## src/rtl/lc_ctrl_trans_seq.sv

```systemverilog
// lc_ctrl_trans_seq: sequential life cycle transition checker.
// A request captures the redundant current/target state replicas and the
// transition count. Each replica is then checked against AllowedMatrix, one
// per cycle. The result is returned with a one-cycle acknowledge.
// Optional feature macro: LC_CTRL_VOLATILE_RAW_UNLOCK_EN. When it is defined,
// a volatile RAW -> TEST_UNLOCKED0 unlock is supported.
//
// state    | meaning
// ---------+----------------------------------------------------------
// ST_IDLE  | waiting for req_i; results from the last request are held
// ST_CHECK | evaluating replica rep_q, one replica per cycle
// ST_DONE  | results valid, ack_o pulses
// ST_ERROR | illegal FSM encoding seen; terminal until reset
module lc_ctrl_trans_seq #(
  parameter int NumStates = 21,
  parameter int NumRep = 2,
  parameter int MaxCnt = 24,
  parameter logic [NumStates*NumStates-1:0] AllowedMatrix = '0,
  parameter logic [NumStates-1:0] LockedMask = '0,
  parameter int RawIdx = 0,
  parameter int TestUnlocked0Idx = 1,
  parameter int ScrapIdx = NumStates - 1,
  localparam int StW = $clog2(NumStates),
  localparam int CntW = $clog2(MaxCnt + 1)
) (
  input  logic                  clk_i,
  input  logic                  rst_ni,
  input  logic                  req_i,
  input  logic [NumRep*StW-1:0] cur_state_i,
  input  logic [NumRep*StW-1:0] tgt_state_i,
  input  logic [CntW-1:0]       cnt_i,
  input  logic                  tokens_valid_i,
  input  logic                  volatile_unlock_i,
  output logic                  busy_o,
  output logic                  ack_o,
  output logic [StW-1:0]        next_state_o,
  output logic [CntW-1:0]       next_cnt_o,
  output logic                  err_invalid_o,
  output logic                  err_oflw_o,
  output logic                  err_fsm_o
);

  localparam int RepW = (NumRep > 1) ? $clog2(NumRep) : 1;
  localparam int MatIdxW = (NumStates > 1) ? $clog2(NumStates * NumStates) : 1;

  // Every pair of codes differs in at least three bits. A single upset
  // therefore can never turn one legal state into another.
  typedef enum logic [4:0] {
    ST_IDLE  = 5'b00011,
    ST_CHECK = 5'b01100,
    ST_DONE  = 5'b10101,
    ST_ERROR = 5'b11010
  } state_e;

  // The state register is kept as raw bits so that illegal codes can be
  // represented and then decoded as errors.
  logic [4:0] state_q;
  state_e     state_d;

  logic capture, step, finish;
  logic busy, ack, fsm_err;

  logic [NumRep*StW-1:0] cur_q, tgt_q;
  logic [CntW-1:0]       cnt_q;
  logic                  tokens_q;
  logic [RepW-1:0]       rep_q;
  logic                  inv_acc_q;
  logic                  err_invalid_q, err_oflw_q;
  logic [StW-1:0]        next_state_q;
  logic [CntW-1:0]       next_cnt_q;

  logic [StW-1:0]     cur_r, tgt_r, cur0, tgt0;
  logic               cur_r_ok, tgt_r_ok, tgt0_ok;
  logic [MatIdxW-1:0] mat_idx;
  logic               allowed;
  logic               vol, vol_rep_bad;
  logic               rep_bad, locked_bad, tgt_scrap;
  logic               invalid, oflw, any_err;
  logic [StW-1:0]     res_state;
  logic [CntW-1:0]    res_cnt;

  // State register
  always_ff @(posedge clk_i or negedge rst_ni) begin
    if (!rst_ni) state_q <= ST_IDLE;
    else         state_q <= state_d;
  end

  // Next-state logic and FSM-derived controls/outputs
  always_comb begin
    state_d = ST_ERROR;
    capture = 1'b0;
    step    = 1'b0;
    finish  = 1'b0;
    busy    = 1'b1;
    ack     = 1'b0;
    fsm_err = 1'b1;
    case (state_q)
      ST_IDLE: begin
        busy    = 1'b0;
        fsm_err = 1'b0;
        state_d = ST_IDLE;
        if (req_i) begin
          capture = 1'b1;
          state_d = ST_CHECK;
        end
      end
      ST_CHECK: begin
        fsm_err = 1'b0;
        step    = 1'b1;
        state_d = ST_CHECK;
        if (rep_q == RepW'(NumRep - 1)) begin
          finish  = 1'b1;
          state_d = ST_DONE;
        end
      end
      ST_DONE: begin
        fsm_err = 1'b0;
        ack     = 1'b1;
        state_d = ST_IDLE;
      end
      default: state_d = ST_ERROR;
    endcase
  end

  assign cur0     = cur_q[StW-1:0];
  assign tgt0     = tgt_q[StW-1:0];
  assign cur_r    = cur_q[rep_q*StW +: StW];
  assign tgt_r    = tgt_q[rep_q*StW +: StW];
  assign cur_r_ok = {1'b0, cur_r} < (StW+1)'(NumStates);
  assign tgt_r_ok = {1'b0, tgt_r} < (StW+1)'(NumStates);
  assign tgt0_ok  = {1'b0, tgt0} < (StW+1)'(NumStates);
  assign mat_idx  = MatIdxW'(cur_r) * MatIdxW'(NumStates) + MatIdxW'(tgt_r);
  // Out-of-range indices never reach the matrix lookup.
  assign allowed  = cur_r_ok && tgt_r_ok && AllowedMatrix[mat_idx];

`ifdef LC_CTRL_VOLATILE_RAW_UNLOCK_EN
  logic vol_q;

  // The volatile unlock request is taken at capture, like every other input.
  always_ff @(posedge clk_i or negedge rst_ni) begin
    if (!rst_ni)      vol_q <= 1'b0;
    else if (capture) vol_q <= volatile_unlock_i;
  end

  assign vol = vol_q;
  // Under volatile unlock, RAW -> TEST_UNLOCKED0 is the only accepted pair.
  assign vol_rep_bad = vol_q && ((cur_r != StW'(RawIdx)) ||
                                 (tgt_r != StW'(TestUnlocked0Idx)));
`else
  logic unused_vol;
  localparam int unused_idx = RawIdx + TestUnlocked0Idx;

  assign unused_vol  = volatile_unlock_i;
  assign vol         = 1'b0;
  assign vol_rep_bad = 1'b0;
`endif

  // Per-replica verdict and the final result. The final result is used on the
  // last Check cycle.
  always_comb begin
    rep_bad    = !cur_r_ok || !tgt_r_ok || (cur_r != cur0) || (tgt_r != tgt0) ||
                 !allowed || vol_rep_bad;
    locked_bad = tgt0_ok && LockedMask[tgt0] && !tokens_q;
    tgt_scrap  = (tgt0 == StW'(ScrapIdx));
    invalid    = inv_acc_q || rep_bad || locked_bad;
    oflw       = !vol && !tgt_scrap && (cnt_q >= CntW'(MaxCnt));
    any_err    = invalid || oflw;
    res_state  = any_err ? cur0 : tgt0;
    res_cnt    = cnt_q;
    if (!any_err && !vol) begin
      res_cnt = tgt_scrap ? CntW'(MaxCnt) : cnt_q + CntW'(1);
    end
  end

  // Capture registers, replica walk and result registers
  always_ff @(posedge clk_i or negedge rst_ni) begin
    if (!rst_ni) begin
      cur_q         <= '0;
      tgt_q         <= '0;
      cnt_q         <= '0;
      tokens_q      <= 1'b0;
      rep_q         <= '0;
      inv_acc_q     <= 1'b0;
      err_invalid_q <= 1'b0;
      err_oflw_q    <= 1'b0;
      next_state_q  <= '0;
      next_cnt_q    <= '0;
    end else if (capture) begin
      cur_q         <= cur_state_i;
      tgt_q         <= tgt_state_i;
      cnt_q         <= cnt_i;
      tokens_q      <= tokens_valid_i;
      rep_q         <= '0;
      inv_acc_q     <= 1'b0;
      err_invalid_q <= 1'b0;
      err_oflw_q    <= 1'b0;
    end else if (step) begin
      inv_acc_q <= inv_acc_q | rep_bad;
      if (finish) begin
        err_invalid_q <= invalid;
        err_oflw_q    <= oflw;
        next_state_q  <= res_state;
        next_cnt_q    <= res_cnt;
      end else begin
        rep_q <= rep_q + RepW'(1);
      end
    end
  end

  // In the error condition the outputs are forced to the scrap result.
  assign busy_o        = busy;
  assign ack_o         = ack;
  assign err_fsm_o     = fsm_err;
  assign err_invalid_o = fsm_err | err_invalid_q;
  assign err_oflw_o    = fsm_err ? 1'b0 : err_oflw_q;
  assign next_state_o  = fsm_err ? StW'(ScrapIdx) : next_state_q;
  assign next_cnt_o    = fsm_err ? CntW'(MaxCnt) : next_cnt_q;

endmodule

```

## config.mk

```make
export PLATFORM = sky130hd
export DESIGN_NAME = lc_ctrl_trans_seq
export DESIGN_NICKNAME = d
export VERILOG_FILES = /design/src/rtl/lc_ctrl_trans_seq.sv
export SDC_FILE = /design/constraint.sdc
export NUM_CORES = 1
export LEC_CHECK = 0
export BUFFER_PORTS_ARGS = -buffer_cell sky130_fd_sc_hd__buf_2
export CORE_ASPECT_RATIO = 0.9
export CORE_UTILIZATION = 50
export CTS_CLUSTER_DIAMETER = 30
export DETAILED_ROUTE_END_ITERATION = 8
export PLACE_DENSITY = 0.78
export RECOVER_POWER = 100
export SLEW_MARGIN = 20
export SYNTH_ARGS = -nofsm -noshare
export SYNTH_HDL_FRONTEND = slang
export SYNTH_SLANG_ARGS = --single-unit
```

## constraint.sdc

```tcl
create_clock -name clk_i -period 2.38 [get_ports clk_i]
set_clock_uncertainty 0.15 [all_clocks]
set_input_delay 0.238 -clock clk_i [delete_from_list [all_inputs] [get_ports clk_i]]
set_output_delay 0.238 -clock clk_i [all_outputs]
set_load 0.02 [all_outputs]
```

==> qor.yml <==
worst_setup_path_start_kind: "flip-flop"
crit_path_end: "next_state_o[3]"
design.portCount: 45
syn_to_final_growth_pct: 26.9
p_leak_uw: 0.000928
final_net_count: 189
setup-violations-final: 0
grt_start_max_net_pins: 34
post_synth_instance_area_sq_um: 1480
detail_route.wl_per_cell_microns: 13.4
report.final.slew_viol_count: 34
layout_min_cycle_time_ns: 2.22
yosys-top-cells-area: "dfrtp_1 (52%), mux2_2 (14%), mux2_4 (7.1%), o21a_1 (4.0%), dfstp_2 (3.5%)"
worst-setup-path-type: "flip-flop to output port"
grt_pass1_wl_microns: 4250
grt_pass1_vias: 948
floorplan.die.height_microns: 53.7
grt_setup_unrepaired: "false"
cts-htree-levels: 2
crit_start: "state_q[0]"
detail_route.vias_per_cell: 5.03
arrival_ns: 1.83
post-route-period-util_pct: 93.2
worst-endpoint-required_ns: 1.99
grt_antenna_before_repair: 0
sequential_share_of_the_synthesized_area_pct: 55.8
drc: 0
maxCapViolCount: 1
cts_buffers: 5
gpl.final_weighted_congestion: 0.751
library_cell_used_as_clock_root_buffer: "clkbuf_4"
floorplan.die_area_sq_um: 3190
multiInputGateArea_sq_um: 586
worst_ir_drop_vdd_mv: 0.399
syn_nets: 135
worstReg2RegEnd: "cnt_q[2]"
floorplan.initialDensity_pct: 53.1
worstSetupEndpointType: "output port"
final_cells: 200
hold_path.class: "flip-flop to flip-flop"
design.core.area_sq_um: 2790
fill_cells: 225
worst_slew_margin_rel_pct: -15.7
synth_area_leader_cell: "dfrtp_1"
placed_cells: 174
insertion_delay_ns: 0.33
final-hold-violation-count: 0
critical_path.max_fanout: 15
antenna_violating_nets_post_route: 0
syn_inst: 105
totalPowerFinal_uw: 897
commonest_non_fill_non_tap_cell_in_the_layout: "dfrtp_1"
power_per_cell_area_nw_per_um2: 476
layout-drive-gt1-share_pct: 38.8
cts.clk_slew.worst_paths_ns: 0.10
setup.reg_to_reg.worst_slack_ns: 0.29
diode_insertion_count_for_antenna_repair: 0
rr_startpoint: "state_q[0]"
synth.lib_cells_used.distinct: 29
synth_top_cell_area_share_pct: 52.3
failed_checks: "max-capacitance violations, max-slew violations"
rows: 18
buffer_ports.inserted: 32
grt.overflow.total: 0
final_cell_mix: "dfrtp_1 (31), mux2_2 (18), dlygate4sd3_1 (17), buf_2 (16), clkbuf_2 (14)"
detail_route.first_pass.iterations: 3
setup_tns_ns: 0
drtIter0Drc: 8
tightest_slew_ns: 1.74
dpl-instance-area_sq_um: 1670
routed-via-count: 1005
synth.yosys.warnings: 0
die_w_microns: 59.4
tritoncts: "yes"
area.sequential_sq_um: 828
drt_wl_total_microns: 2680
outcome: "finished, violations left"
hold_ws_ns: 0.351
syn-mean-instance-area_sq_um: 14.1
hpwlAfterDp_microns: 1750
layout.cell_area.non_filler_sq_um: 1880
clock-sinks: 33
max-clock-path-buffers: 2
grt_use_total_pct: 19.3
worst_reg2reg_path_depth: 3
postSynthRegisterBits: 33
fmax_ghz: 0.451
==> kinds of logic after synthesis <==
family,share of synthesized area (%)
multiplexers,21.5
flip-flops,55.8
AND/OR/NAND/NOR,8.10
AO/OA/AOI/OAI,11.6
buffers and inverters,2.95
==> final cells by class <==
type	instances	area share [%]
timing repair buffer	52	19.5
sequential	33	44.0
clock buffer	8	2.59
inverter	1	0.199
tap	40	2.66
multi-input combinational	66	31.1
==> worst max-delay path, cell delays in order, from the launching register on <==
cell	delay [ns]
dfstp_1	0.60
and4bb_2	0.27
nor2b_4	0.16
buf_6	0.16
o21a_1	0.13
clkbuf_2	0.16
==> worst min-delay path by stage <==
| stage | from | end | slack, ns | cells after the start |
|---|---|---|---|---|
| finish | tgt_q[3] | tgt_q[3] | 0.35 | 1 |
| global route | next_state_q[2] | next_state_q[2] | 0.37 | 1 |
| CTS | rst_ni | state_q[3] | 0.35 | 2 |
| detailed placement | rst_ni | next_cnt_q[0] | 0.19 | 1 |
| global placement | rst_ni | next_cnt_q[0] | 0.16 | 1 |
| floorplan | rst_ni | cnt_q[0] | -0.21 | 0 |
==> metal layers <==
metal / GRT usage, % / vias up / share of wire (%)
met2: 32.4 / 17 / 50
met5: 0 / - / 0
met1: 22.2 / 496 / 44
met4: 7.14 / 0 / 1.5
met3: 7.93 / 5 / 3.8
li1: - / 487 / -
==> synthesized netlist by cell type <==
| library cell | number |
|---|---|
| a21boi_0 | 1 |
| a21o_1 | 1 |
| a21oi_1 | 3 |
| a21oi_4 | 1 |
| a31oi_1 | 1 |
| and4bb_2 | 2 |
| buf_2 | 2 |
| buf_4 | 1 |
| buf_6 | 2 |
| dfrtp_1 | 31 |
| dfstp_2 | 2 |
| inv_1 | 1 |
| mux2_2 | 19 |
| mux2_4 | 7 |
| nand2_1 | 2 |
| nand2_4 | 1 |
| nand2b_1 | 1 |
| nand3b_1 | 1 |
| nor2_1 | 2 |
| nor2b_1 | 3 |
| nor3_1 | 2 |
| o211a_1 | 1 |
| o211ai_1 | 1 |
| o21a_1 | 8 |
| o21ai_0 | 1 |
| o21bai_1 | 5 |
| or2b_1 | 1 |
| or3b_4 | 1 |
| or4_1 | 1 |
==> metrics by stage <==
stage          setup slack [ns]  utilization [%]
6_report                  0.162             67.4
5_1_grt                  0.0243             67.4
4_1_cts                  0.0415             67.6
3_5_place_dp              0.439             59.8
3_3_place_gp              0.463             59.8
2_1_floorplan             0.607                -
==> timing repair <==
action / CTS / global route
endpoints found under the setup margin: 0 / 11
setup buffers: 0 / 1
hold buffers: 17 / 0
gates resized for setup: 0 / 3
hold endpoints to repair: 49 / 0
==> sequential cells by signal, summed over array words and instances, names as in the netlist <==
register       flops
err_invalid_q      1
rep_q              1
state_q            5
next_state_q       5
cnt_q              5
cur_q              5
err_oflw_q         1
next_cnt_q         5
tgt_q              5
==> power breakdown <==
part	switching, uW	total [uW]	internal, uW
logic	17.9	45.9	28.0
registers	0	560	560
clock network	173	291	118
No activity file was read; power rests on OpenSTA's default activity.
